File: config.mk
export PLATFORM = sky130hd
export DESIGN_NAME = alu_rr_arbiter
export DESIGN_NICKNAME = d
export VERILOG_FILES = /design/src/rtl/alu_rr_arbiter_pkg.sv /design/src/rtl/alu_rr_arbiter_rr_arb2.sv /design/src/rtl/alu_rr_arbiter.sv
export SDC_FILE = /design/constraint.sdc
export NUM_CORES = 1
export LEC_CHECK = 0
export CORE_MARGIN = 2
export CORE_UTILIZATION = 38
export CTS_CLUSTER_SIZE = 10
export DETAILED_ROUTE_END_ITERATION = 16
export GPL_TIMING_DRIVEN = 0
export PLACE_DENSITY = 0.85
export SETUP_SLACK_MARGIN = 0.2
export SYNTH_ARGS = -nofsm -noshare
export SYNTH_HDL_FRONTEND = slang
export SYNTH_SLANG_ARGS = --single-unit
export TNS_END_PERCENT = 5
File: constraint.sdc
create_clock -name clk -period 3.05 [get_ports clk]
set_input_delay 0.4575 -clock clk [delete_from_list [all_inputs] [get_ports clk]]
set_output_delay 0.4575 -clock clk [all_outputs]
set_load 0.005 [all_outputs]
File: src/rtl/alu_rr_arbiter_pkg.sv
// Shared definitions for the two-requester ALU arbiter: opcode encodings and FSM states.
// Opcodes match what the shared ALU decodes.
package alu_rr_arbiter_pkg;

  localparam int ALU_N   = 32;
  localparam int ALU_OPW = 4;

  localparam logic [ALU_OPW-1:0] ALU_AND = 4'd0;
  localparam logic [ALU_OPW-1:0] ALU_OR  = 4'd1;
  localparam logic [ALU_OPW-1:0] ALU_NOT = 4'd2;
  localparam logic [ALU_OPW-1:0] ALU_ADD = 4'd3;
  localparam logic [ALU_OPW-1:0] ALU_SUB = 4'd4;

  localparam logic [1:0] S_IDLE = 2'd0;
  localparam logic [1:0] S_EXEC = 2'd1;
  localparam logic [1:0] S_RESP = 2'd2;

endpackage

File: src/rtl/alu_rr_arbiter_rr_arb2.sv
// Two-way round-robin pick: a lone requester always wins, a tie goes to ptr.
module rr_arb2 (
  input  logic v0,
  input  logic v1,
  input  logic ptr,
  output logic gnt,
  output logic any
);

  assign any = v0 | v1;
  assign gnt = (v0 & v1) ? ptr : v1;

endmodule

File: src/rtl/alu_rr_arbiter.sv
// Shares one combinational ALU between two valid/ready requesters with round-robin
// arbitration and a single registered response tagged with the owning requester id.
module alu_rr_arbiter
  import alu_rr_arbiter_pkg::*;
#(
  parameter int N   = ALU_N,
  parameter int OPW = ALU_OPW
) (
  input  logic           clk,
  input  logic           rst,
  input  logic           req0_valid,
  output logic           req0_ready,
  input  logic [OPW-1:0] req0_op,
  input  logic [N-1:0]   req0_a,
  input  logic [N-1:0]   req0_b,
  input  logic           req1_valid,
  output logic           req1_ready,
  input  logic [OPW-1:0] req1_op,
  input  logic [N-1:0]   req1_a,
  input  logic [N-1:0]   req1_b,
  output logic [OPW-1:0] alu_op,
  output logic [N-1:0]   alu_a,
  output logic [N-1:0]   alu_b,
  input  logic [N-1:0]   alu_y,
  output logic           rsp_valid,
  output logic           rsp_id,
  output logic [N-1:0]   rsp_data,
  input  logic           rsp_ready
);

  logic [1:0] state;
  logic       ptr;
  logic       gnt;
  logic       any;
  logic       accept;

  rr_arb2 u_arb (
    .v0  (req0_valid),
    .v1  (req1_valid),
    .ptr (ptr),
    .gnt (gnt),
    .any (any)
  );

  // NOTE: ready is combinational from state, so it must also be masked by rst;
  // otherwise a requester could see a handshake during a reset cycle that the FSM ignores.
  assign accept = !rst && (state == S_IDLE) && any;

  // NOTE: every variable written in always_comb gets a default first, so no latch is inferred.
  always_comb begin
    req0_ready = 1'b0;
    req1_ready = 1'b0;
    if (accept) begin
      req0_ready = ~gnt;
      req1_ready = gnt;
    end
  end

  // The ALU operand outputs double as the operand registers: loaded at accept,
  // they are stable through EXEC and then simply hold their last value.
  // NOTE: sequential state uses non-blocking assignments only, so every register
  // in this block samples pre-edge values regardless of statement order.
  always_ff @(posedge clk) begin
    if (rst) begin
      state     <= S_IDLE;
      ptr       <= 1'b0;
      alu_op    <= '0;
      alu_a     <= '0;
      alu_b     <= '0;
      rsp_valid <= 1'b0;
      rsp_id    <= 1'b0;
      rsp_data  <= '0;
    end else begin
      case (state)
        S_IDLE: begin
          if (any) begin
            alu_op <= gnt ? req1_op : req0_op;
            alu_a  <= gnt ? req1_a  : req0_a;
            alu_b  <= gnt ? req1_b  : req0_b;
            rsp_id <= gnt;
            state  <= S_EXEC;
          end
        end
        S_EXEC: begin
          rsp_data  <= alu_y;
          rsp_valid <= 1'b1;
          state     <= S_RESP;
        end
        S_RESP: begin
          // The pointer only moves once a response is actually consumed.
          if (rsp_ready) begin
            rsp_valid <= 1'b0;
            ptr       <= ~rsp_id;
            state     <= S_IDLE;
          end
        end
        default: state <= S_IDLE;
      endcase
    end
  end

endmodule

==> metrics <==
CP Launch Type primary input; Mapped Area between 4000 and 5000 um2; Logic pwr share 0.261; Die Y 107 um; Worst Skew 0.0154 ns; DRC Markers 0; crit path DAT roughly 2.1 ns; max cap viols 0; fin crit period 2.59 ns; pin count of the biggest net entering global routing 18; max incr delay on CP 0.51 ns; final hold vios 0; initial antenna violation count 0; Setup WS pre-CTS 0.0916 ns; Clk pwr share 0.249; Int Pwr 2.37 mW; GRT Util Overall 0.233; maximum fanout along the worst path 10; CTS tree built; Final #Nets approximately 870; P per Cell Area 445 nW/um2; ys async rst share 0; HPWL after DPL 11.1 mm; share of cells above drive strength 1 0.0654; crit path kind in -> out; Initial DRC Count between 200 and 250; status finished, final reports clean; maximum vdd drop 297 uV; Seq/Total Area, Yosys 0.518; Hold WC Path Type reg -> reg; Fin Hold WS 0.460 ns; ANT nets after route 0; Total Wirelength 14.0 mm; syn_nets 583; CTS max path bufs 2; root buffer cell clkbuf_8; most frequent cells in the layout 276 x clkdlybuf4s50_1, 105 x dfxtp_1, 82 x nand2_1; Cell Area, Placed 6990 um2; die area 11500 um2; Slew HR 0.689; post-route setup slack 0.461 ns; first drt pass iteration count 4; Post-synth EDFFs 0; yosys warns 0; #FFs+latches synth about 110; n_diodes 0; vias 4209; Mean Syn Cell Area 9.90 um2; Placer Congestion 0.776; Buffers on Ports 276; Initial Util 0.392; Site Rows 37; P_sw 0.826 mW; post-layout instance area between 7000 and 8000 um2; Hold Crit Start rsp_data[0]; Placed Cells 822; RSZ-0062 raised after global routing no; Non-Filler Instances 839; Critical Path, Cell by Cell clkdlybuf4s50_1 -> buf_2 -> nor4_4 -> buf_6 -> clkdlybuf4s50_1; Num CTS Buffers 9; CP required 2.59 ns; Most common cell on crit path clkdlybuf4s50_1; P_leak 3.16 nW; reg-to-reg startpoint ptr; CP endpoint kind primary output; vias in the first global route 4266; die width around 110 um; global-route wire length before repair 21.0 mm; Crit-path slowest cell clkdlybuf4s50_1; commonest non-fill, non-tap cell in the layout clkdlybuf4s50_1; Clk pin slew, worst setup/hold paths roughly 0.10 ns; Max Slew Vio Count 0; register share of total power 0.490; WL per Instance 16.6 um; worst-skew pair later-pin latency between 0.3 and 0.4 ns; setup TNS 0 ns; global route overflow 0; post-DR vias/cell about 5; H-tree depth 3; post-cts resize count 0; crit path from rst; I/O pin cnt 277; Fmax a little under 400 MHz; area of the core just over 10000 um2; Slew @ Worst Pin 0.466 ns; final worst-path cycle share 0.849; Synth cell types 25; Switching Share 0.259; Post-synth top flop dfxtp_1; CTS sink count about 110; Layout area overhead 76.9%; Final Setup Violations 0; Synth Instances 410
[power by group through the flow]
stage	clock network (mW)	logic, mW	registers [mW]
global placement	0	0.816	1.59
global route	0.881	0.897	1.58
detailed placement	0	0.835	1.60
finish	0.795	0.834	1.57
CTS	0.821	0.841	1.56
floorplan	0	0.280	1.60
[synth_stat cells (2+ instances only)]
cell,number,area [um2]
buf_2,10,50.1
dfxtp_1,105,2100
buf_6,14,158
inv_1,3,11.3
mux2i_1,16,160
a21o_1,53,398
a211oi_1,2,15.0
a21oi_1,33,165
a22o_1,52,455
o21ai_0,16,80.1
nand2_1,82,308
clkbuf_1,8,30.0
nor2_1,3,11.3
buf_4,2,15.0
[cell type report]
type | instances | area (um2)
clock buffers | 11 | 141
flip-flops and latches | 105 | 2100
multi-input cells | 268 | 1690
repair buffers | 277 | 2770
clock inverters | 5 | 40.0
well taps | 136 | 170
plain buffers | 34 | 253
inverters | 3 | 11.3
fillers | 825 | 3190
[worst max-delay path: cells and delay by family]
family	cells	cell delay (ns)
and+or+nand+nor	1	0.33
buffers and inverters	4	1.34
[registers in the layout (all words and copies together), names as in the netlist]
register and flops:
alu_a 32, alu_b 32, alu_op 4, ptr 1, rsp_data 32, rsp_id 1
rsp_valid 1, state 2
[per-layer routing]
layer,GRT usage,part of all wire,wire [um]
met5,0,0,0
met3,0.0787,0.096,1340
met1,0.231,0.36,4980
met4,0.0888,0.026,357
met2,0.443,0.52,7290
[cell families (layout without fill, tap and decap cells)]
| kind of cell | after synthesis | after routing | share of synthesized area |
|---|---|---|---|
| flops | 105 | 105 | 0.518 |
| simple gates | 93 | 93 | 0.0962 |
| mux | 16 | 16 | 0.0394 |
| compound gates | 159 | 159 | 0.282 |
| buf+inv | 37 | 330 | 0.0650 |
[final timing paths]
kind / to / slack [ns] / depth (start not counted)
min reg2reg: rsp_data[0] / 0.46 / 2
max: req1_ready / 0.46 / 5
min: rsp_data[0] / 0.46 / 2
max reg2reg: alu_op[1] / 1.55 / 4
[repair_timing]
action,in CTS,in global routing
endpoints found under the hold margin,0,0
buffers inserted,1,0
setup endpoints to repair,1,0
hold buffers,0,0
[metrics by stage]
step,util,power (mW)
after floorplan,-,1.88
after global placement,0.674,2.40
after detailed placement,0.674,2.43
after CTS,0.693,3.23
after global routing,0.693,3.36
final,0.693,3.19
(Power assumes the default switching activity.)
